File: src/rtl/eig_sequencer.sv
// rtl/eig_sequencer.sv - watchdog-bounded start/wait sequencer for param_loader, eig_core and output_loader
//
// Ports:
//   clk, rst          rising-edge clock, synchronous active-high reset
//   ena               low freezes all state; start pulses are forced low
//   param_valid       pulse from param_loader: new coefficients latched
//   abort             level; drops any running sequence into ERROR
//   core_done         pulse from eig_core: result valid
//   ol_busy           output_loader is serializing
//   core_start        1-cycle start pulse to eig_core
//   ol_start          1-cycle start pulse to output_loader
//   loader_hold       param_loader must not update a0/a1
//   seq_busy          sequence in progress (not IDLE, not ERROR)
//   err, err_code     sticky error flag and cause (01 core, 10 output, 11 abort)
//   overrun           sticky; a param_valid pulse was dropped
//   run_count         completed sequences, wraps 255 -> 0
//   state_o           current state encoding
module eig_sequencer #(
   parameter int CNT_W        = 8,
   parameter int CORE_TIMEOUT = 200,
   parameter int OL_TIMEOUT   = 63
) (
   input  logic       clk,
   input  logic       rst,
   input  logic       ena,
   input  logic       param_valid,
   input  logic       abort,
   input  logic       core_done,
   input  logic       ol_busy,
   output logic       core_start,
   output logic       ol_start,
   output logic       loader_hold,
   output logic       seq_busy,
   output logic       err,
   output logic [1:0] err_code,
   output logic       overrun,
   output logic [7:0] run_count,
   output logic [2:0] state_o
);

   typedef enum logic [2:0] {
      ST_IDLE       = 3'd0,
      ST_CORE_START = 3'd1,
      ST_CORE_WAIT  = 3'd2,
      ST_OL_START   = 3'd3,
      ST_OL_WAIT    = 3'd4,
      ST_DONE       = 3'd5,
      ST_ERROR      = 3'd6
   } state_t;

   localparam logic [CNT_W-1:0] CORE_TO   = CNT_W'(CORE_TIMEOUT);
   localparam logic [CNT_W-1:0] OL_TO     = CNT_W'(OL_TIMEOUT);
   localparam logic [CNT_W-1:0] TIMER_ONE = CNT_W'(1);

   state_t           state_q;
   logic [CNT_W-1:0] timer_q;
   logic             pending_q;
   logic             seen_q;
   logic             err_q;
   logic [1:0]       err_code_q;
   logic             overrun_q;
   logic [7:0]       run_count_q;
   logic             busy;

   assign busy = (state_q != ST_IDLE) && (state_q != ST_ERROR);

   always_ff @(posedge clk) begin
      if (rst) begin
         state_q     <= ST_IDLE;
         timer_q     <= '0;
         pending_q   <= 1'b0;
         seen_q      <= 1'b0;
         err_q       <= 1'b0;
         err_code_q  <= 2'b00;
         overrun_q   <= 1'b0;
         run_count_q <= 8'd0;
      end else if (ena) begin
         // One request may queue behind a running sequence; a second is dropped.
         if (param_valid && busy) begin
            if (pending_q) begin
               overrun_q <= 1'b1;
            end else begin
               pending_q <= 1'b1;
            end
         end

         if (abort && busy) begin
            state_q    <= ST_ERROR;
            err_q      <= 1'b1;
            err_code_q <= 2'b11;
            pending_q  <= 1'b0;
         end else begin
            case (state_q)
               ST_IDLE: begin
                  if (param_valid || pending_q) begin
                     state_q   <= ST_CORE_START;
                     pending_q <= 1'b0;
                  end
               end
               ST_CORE_START: begin
                  timer_q <= '0;
                  state_q <= ST_CORE_WAIT;
               end
               ST_CORE_WAIT: begin
                  // core_done is checked first so it still wins on the last allowed cycle.
                  if (core_done) begin
                     timer_q <= '0;
                     state_q <= ST_OL_START;
                  end else if (timer_q == CORE_TO) begin
                     state_q    <= ST_ERROR;
                     err_q      <= 1'b1;
                     err_code_q <= 2'b01;
                     pending_q  <= 1'b0;
                  end else begin
                     timer_q <= timer_q + TIMER_ONE;
                  end
               end
               ST_OL_START: begin
                  if (!ol_busy) begin
                     // Timer spans OL_START and OL_WAIT together; saturate so the
                     // OL_WAIT equality check can never be skipped over.
                     state_q <= ST_OL_WAIT;
                     seen_q  <= 1'b0;
                     if (timer_q != OL_TO) begin
                        timer_q <= timer_q + TIMER_ONE;
                     end
                  end else if (timer_q == OL_TO) begin
                     state_q    <= ST_ERROR;
                     err_q      <= 1'b1;
                     err_code_q <= 2'b10;
                     pending_q  <= 1'b0;
                  end else begin
                     timer_q <= timer_q + TIMER_ONE;
                  end
               end
               ST_OL_WAIT: begin
                  if (ol_busy) begin
                     seen_q <= 1'b1;
                  end
                  // Finished only once busy has been observed high and then dropped.
                  if (seen_q && !ol_busy) begin
                     state_q <= ST_DONE;
                  end else if (timer_q == OL_TO) begin
                     state_q    <= ST_ERROR;
                     err_q      <= 1'b1;
                     err_code_q <= 2'b10;
                     pending_q  <= 1'b0;
                  end else begin
                     timer_q <= timer_q + TIMER_ONE;
                  end
               end
               ST_DONE: begin
                  run_count_q <= run_count_q + 8'd1;
                  state_q     <= ST_IDLE;
               end
               ST_ERROR: begin
                  if (param_valid) begin
                     err_q      <= 1'b0;
                     err_code_q <= 2'b00;
                     state_q    <= ST_CORE_START;
                  end
               end
               default: begin
                  state_q <= ST_IDLE;
               end
            endcase
         end
      end
   end

   // Start pulses are decoded from state so that ena and abort can suppress
   // them in the very cycle they apply.
   assign core_start  = ena && !abort && (state_q == ST_CORE_START);
   assign ol_start    = ena && !abort && (state_q == ST_OL_START) && !ol_busy;
   assign seq_busy    = busy;
   assign loader_hold = busy;
   assign err         = err_q;
   assign err_code    = err_code_q;
   assign overrun     = overrun_q;
   assign run_count   = run_count_q;
   assign state_o     = state_q;

endmodule
File: config.mk
export PLATFORM = sky130hd
export DESIGN_NAME = eig_sequencer
export DESIGN_NICKNAME = d
export VERILOG_FILES = /design/src/rtl/eig_sequencer.sv
export SDC_FILE = /design/constraint.sdc
export NUM_CORES = 1
export LEC_CHECK = 0
export ABC_AREA = 1
export ABC_CLOCK_PERIOD_IN_PS = 2400
export CAP_MARGIN = 20
export CORE_MARGIN = 2
export CORE_UTILIZATION = 32
export CTS_CLUSTER_DIAMETER = 50
export DETAILED_ROUTE_END_ITERATION = 8
export SYNTH_ARGS = -nofsm -noshare
export SYNTH_HDL_FRONTEND = slang
export SYNTH_SLANG_ARGS = --single-unit
File: constraint.sdc
create_clock -name clk -period 2.4 [get_ports clk]
set_clock_uncertainty 0.15 [all_clocks]
set_input_delay 0.6 -clock clk [delete_from_list [all_inputs] [get_ports clk]]
set_output_delay 0.6 -clock clk [all_outputs]
set_load 0.01 [all_outputs]
# Word level (Yosys, flattened, before mapping)
# Index checks and enable logic that the tools add are counted.
dict set report totals {
  ff_bits 25
  wordCells 99
}
dict set report op_classes {
  addsub 2
  n_eq_ne 22
  n_mux 44
  n_bitwise 1
  n_reduce_logical 22
}
# op count
set ops {}
lappend ops {{8-bit 2-to-1 mux} 6}
lappend ops {{8-bit case mux with 4 select lines} 1}
lappend ops {{3-bit != test, second input constant} 9}
lappend ops {{3-bit 2-to-1 mux} 8}
lappend ops {{3-bit case mux with 6 select lines} 1}
lappend ops {{1-bit 2-to-1 mux} 17}
lappend ops {{8-bit by 1-bit adder with 8-bit output, second input constant} 2}
lappend ops {{2-bit 2-to-1 mux} 7}
lappend ops {{3-bit equality test, second input constant} 3}
lappend ops {{8-bit by 6-bit equality test with 1-bit output, second input constant} 1}
lappend ops {{8-bit equality test, second input constant} 1}
lappend ops {{1-bit logical AND} 8}
lappend ops {{8-bit by 6-bit != test with 1-bit output, second input constant} 1}
lappend ops {{1-bit case mux with 4 select lines} 2}
lappend ops {{2-bit case mux with 4 select lines} 1}
lappend ops {{7-bit AND reduction} 1}
lappend ops {{3-bit by 2-bit equality test with 1-bit output, second input constant} 2}
lappend ops {{2-bit != test, second input constant} 3}
lappend ops {{3-bit AND reduction} 2}
lappend ops {{6-bit AND reduction} 1}
lappend ops {{5-bit AND reduction} 1}
lappend ops {{5-bit nonzero test} 1}
lappend ops {{4-bit != test, second input constant} 1}
lappend ops {{4-bit AND reduction} 1}
lappend ops {{9 further kinds} 10}

# Longest topological paths before layout
dict set report logic_depth {
  depth_word 8
  ltp_mapped 12
  mapped_depth_nobuf 11
}

# Worst setup path before layout
# No wires, ideal clock.
dict set report synth_path {
  path_kind {register to output}
  start {register state_q[1] (netlist: state_o[1])}
  end {output ol_start}
  arrival_ns 1.145
  required_time_ns 1.650
  setup_slack_ns 0.505
  stages_incl_launch_ff 6
  path_buffers 1
  cell_sequence {dfxtp_1 > buf_4 > nand2_1 > nor2_4 > nand2_1 > nor2_1}
}
dict set report synth_via {
  elab_chain_cells 3
}
# element line_no
set synth_rtl {}
lappend synth_rtl {{from (decl)} 55} ;# state_t state_q;
lappend synth_rtl {{from (signal assigned)} 69} ;# state_q <= ST_IDLE;
lappend synth_rtl {{from (signal assigned)} 88} ;# state_q <= ST_ERROR;
lappend synth_rtl {{from (signal assigned)} 96} ;# state_q <= ST_CORE_START;
lappend synth_rtl {{3-bit by 2-bit equality test with 1-bit output} 174} ;# assign ol_start = ena && !abort && (state_q == ST_OL_START) && !ol_busy;
lappend synth_rtl {{1-bit logical AND (2 in series)} 174}
lappend synth_rtl {{to (decl)} 31} ;# output logic ol_start,
# No other way between the ends.

# Worst setup path after layout
dict set report layout_path {
  start {input abort}
  end {output core_start}
}
dict set report layout_via {
  elab_chain_cells 3
}
# element line_no
set layout_rtl {}
lappend layout_rtl {{from (decl)} 27} ;# input logic abort,
lappend layout_rtl {{1-bit logical NOT} 173} ;# assign core_start = ena && !abort && (state_q == ST_CORE_START);
lappend layout_rtl {{1-bit logical AND (2 in series)} 173}
lappend layout_rtl {{to (decl)} 30} ;# output logic core_start,
# No other way between the ends.

==> Flow_metrics.wiki <==
{| class="wikitable"
! Metric !! Value
|-
| Outcome || complete, no violations
|-
| Layout net count || 347
|-
| Die Outline Area || 6337 um^2
|-
| DRC violations left || 0
|-
| Clock edge transition at the registers on the reported setup and hold paths || 100 ps
|-
| Final HPWL from detailed placement || 3676 um
|-
| Type of origin of the critical path || input port
|-
| Average wire length per cell after detail routing || 11.54 um
|-
| Number of cell rows || 27
|-
| Clock period minus final worst setup slack || 2303 ps
|-
| Number of maximum-capacitance violations || 0
|-
| Cell with the most instances after synthesis || sky130_fd_sc_hd__nand2_1
|-
| Starting utilization of the core area || 33.22%
|-
| Number of flip-flops and latches in the synthesized netlist || 25
|-
| Pin count of the biggest net entering global routing || 15
|-
| Number of vias in the routed layout || 1888
|-
| Share of cells above drive strength 1 || 16.96%
|-
| First-pass iteration count of the detailed router || 4
|-
| Maximum frequency from static timing analysis || 434.2 MHz
|-
| Area used by multi-input combinational logic || 1130 um^2
|-
| DR iter-0 viols || 101
|-
| Switch share || 40.75%
|-
| Count of port buffers added during placement || 25
|-
| Async SR Flop Fraction || 0%
|-
| Portion of total power attributed to the clock network || 20.0%
|-
| Final slew viol count || 0
|-
| Share of Yosys cell area claimed by the top area cell type || 27.36%
|-
| Data required time of the worst path || 1650 ps
|-
| Synth unique cells || 32
|-
| Number of antenna diodes || 0
|-
| DP Worst Slack || -484.5 ps
|-
| Ports placed on the boundary || 26
|-
| RSZ-0062 raised after global routing || false
|-
| Startpoint-to-endpoint class of the critical path || in -> out
|-
| Post-route clock period utilization || 95.96%
|-
| Leakage component of the power || 1.024 nW
|-
| Portion of total power attributed to sequential cells || 34.8%
|-
| Ys flop type || sky130_fd_sc_hd__dfxtp_1
|-
| Bufs on Longest Clock Path || 2
|-
| Global-route wire length before repair || 7962 um
|-
| Top post-synthesis cells by count || sky130_fd_sc_hd__nand2_1, sky130_fd_sc_hd__inv_1, sky130_fd_sc_hd__nor2_1
|-
| Die boundary height || 79.61 um
|-
| Register cell area after layout || 501.7 um^2
|-
| Total power of the final layout || 1.339 mW
|-
| CTS tree || built
|-
| Internal power of the cells || 793.5 uW
|-
| Top post-synthesis cells by area || sky130_fd_sc_hd__dfxtp_1, sky130_fd_sc_hd__nand2_1, sky130_fd_sc_hd__inv_1
|-
| Sw power || 545.8 uW
|-
| Synth-to-layout area growth || 25.10%
|-
| HP Class || reg -> reg
|-
| Clock latency on the worst-skew pair || 280 ps
|-
| Power density over the cells || 585.2 nW/um^2
|-
| Cells after Synth || 299
|-
| Via count of the first global-routing pass || 1742
|-
| Post-Syn Nets || 309
|-
| Count of flip-flops with a built-in enable after synthesis || 0
|-
| Overall die width || 79.61 um
|-
| Floorplan core area || 5507 um^2
|-
| TritonCTS Buffers || 3
|-
| Post-detailed-routing wire length || 4710 um
|-
| Routability congestion estimate from global placement || 0.9146
|-
| Cell type with the largest total area after synthesis || sky130_fd_sc_hd__dfxtp_1
|-
| Root buf cell || sky130_fd_sc_hd__clkbuf_8
|-
| Relative slew slack || 68.60%
|-
| Global-route usage over all layers || 15.86%
|-
| Syn_area_per_cell || 6.118 um^2
|-
| Final Core Density || 41.56%
|-
| Mapped cell area || 1829 um^2
|-
| Min setup slack post-route || 97.05 ps
|-
| Number of antenna violations at the first check in global routing || 0
|-
| Fraction of the yosys area taken by sequential cells || 27.36%
|-
| Total number of H-tree levels || 1
|-
| Total of warnings raised by yosys || 0
|-
| Kind of end point of the critical path || output pin
|-
| Number of buffers inserted to repair setup after CTS || 0
|-
| Finish-stage setup viols || 0
|-
| Worst Tran Pin Value || 470.5 ps
|-
| Filler instances || 598
|-
| Overflow after GRT || 0
|-
| Number of clock sinks seen by CTS || 25
|-
| Worst-path fanout max || 2
|-
| Number of hold violations in the final report || 0
|-
| Part of the total power dissipated in combinational logic || 45.2%
|-
| IR Drop Worst-Case VDD || 0.4972 mV
|-
| Post-DR vias/cell || 4.627
|-
| Endpoint arrival time on the critical path || 1550 ps
|-
| Post-DRT Antenna Nets || 0
|}
cell usage in the layout (no fill, tap or decap), drive strengths merged, types with 2 or more instances in the layout:
cell type and instances:
o21ai 21, xor2 2, nor3 5, inv 43
clkbuf 3, nand3 28, clkdlybuf4s50 20, buf 17
dfxtp 25, ha 3, a21oi 19, nand4 9
nand2 89, nor2 41, dlygate4sd2 2
power by group through the flow:
stage | Sequential, mW | Combinational [mW] | Clock, mW
finish | 0.466 | 0.605 | 0.268
global placement | 0.474 | 0.615 | 0
global route | 0.471 | 0.683 | 0.285
floorplan | 0.489 | 0.411 | 0
detailed placement | 0.475 | 0.613 | 0
CTS | 0.466 | 0.606 | 0.279
final cells by class:
type,instances,share of cell area [%]
multi-input combinational,224,49.37
sequential,25,21.92
timing repair buffer,40,15.69
inverter,43,7.053
tap,72,3.937
clock buffer,3,1.804
clock inverter,1,0.2187
per-layer routing:
metal,share of wire [%],GRT usage [%],up-vias
met5,0,0,-
met4,1.4,3.103,0
met3,3.3,3.394,4
met2,48,26.39,40
met1,47,21.17,818
li1,-,-,1026
metrics by stage:
stage | hold slack [ps] | cell area [um^2] | std cells | TNS (ps)
2_1_floorplan | 288.2 | 1829 | 299 | 0
3_3_place_gp | 297.2 | 2232 | 404 | -1058
3_5_place_dp | 296.1 | 2232 | 404 | -1108
4_1_cts | 320.8 | 2275 | 408 | 0
5_1_grt | 336.2 | 2288 | 408 | 0
6_report | 312.8 | 2288 | 408 | 0
flip-flops by register name, indices dropped and copies added (netlist names):
signal and flops:
run_count 8, timer_q 8, state_o 3, err_code 2, err 1, overrun 1, pending_q 1, seen_q 1
timing repair:
| item | 4_1_cts | 5_1_grt |
|---|---|---|
| cloned | 0 | 0 |
| hold buffers | 0 | 0 |
| gates resized for setup | 14 | 3 |
| endpoints found under the setup margin | 4 | 2 |
| pin swaps | 1 | 0 |
worst max-delay path: stages:
cell	delay (ps)
sky130_fd_sc_hd__clkdlybuf4s50_1	420
sky130_fd_sc_hd__or2_4	280
sky130_fd_sc_hd__nor2_2	110
sky130_fd_sc_hd__buf_2	130
worst paths after layout:
kind              start         end  slack (ps)  cells after the start
max reg2reg  timer_q[0]  timer_q[1]         300                      9
min reg2reg     overrun     overrun         310                      2
max               abort  core_start         100                      4
min             overrun     overrun         310                      2
kinds of logic after synthesis:
family,after synthesis,share of synthesized area [%]
AO/OA/AOI/OAI,44,14.09
adder cells (fa/ha/maj),3,2.052
XOR/XNOR,3,1.437
buffers and inverters,50,11.56
AND/OR/NAND/NOR,174,43.50
flip-flops,25,27.36
Power figures use the tool's default switching activity.
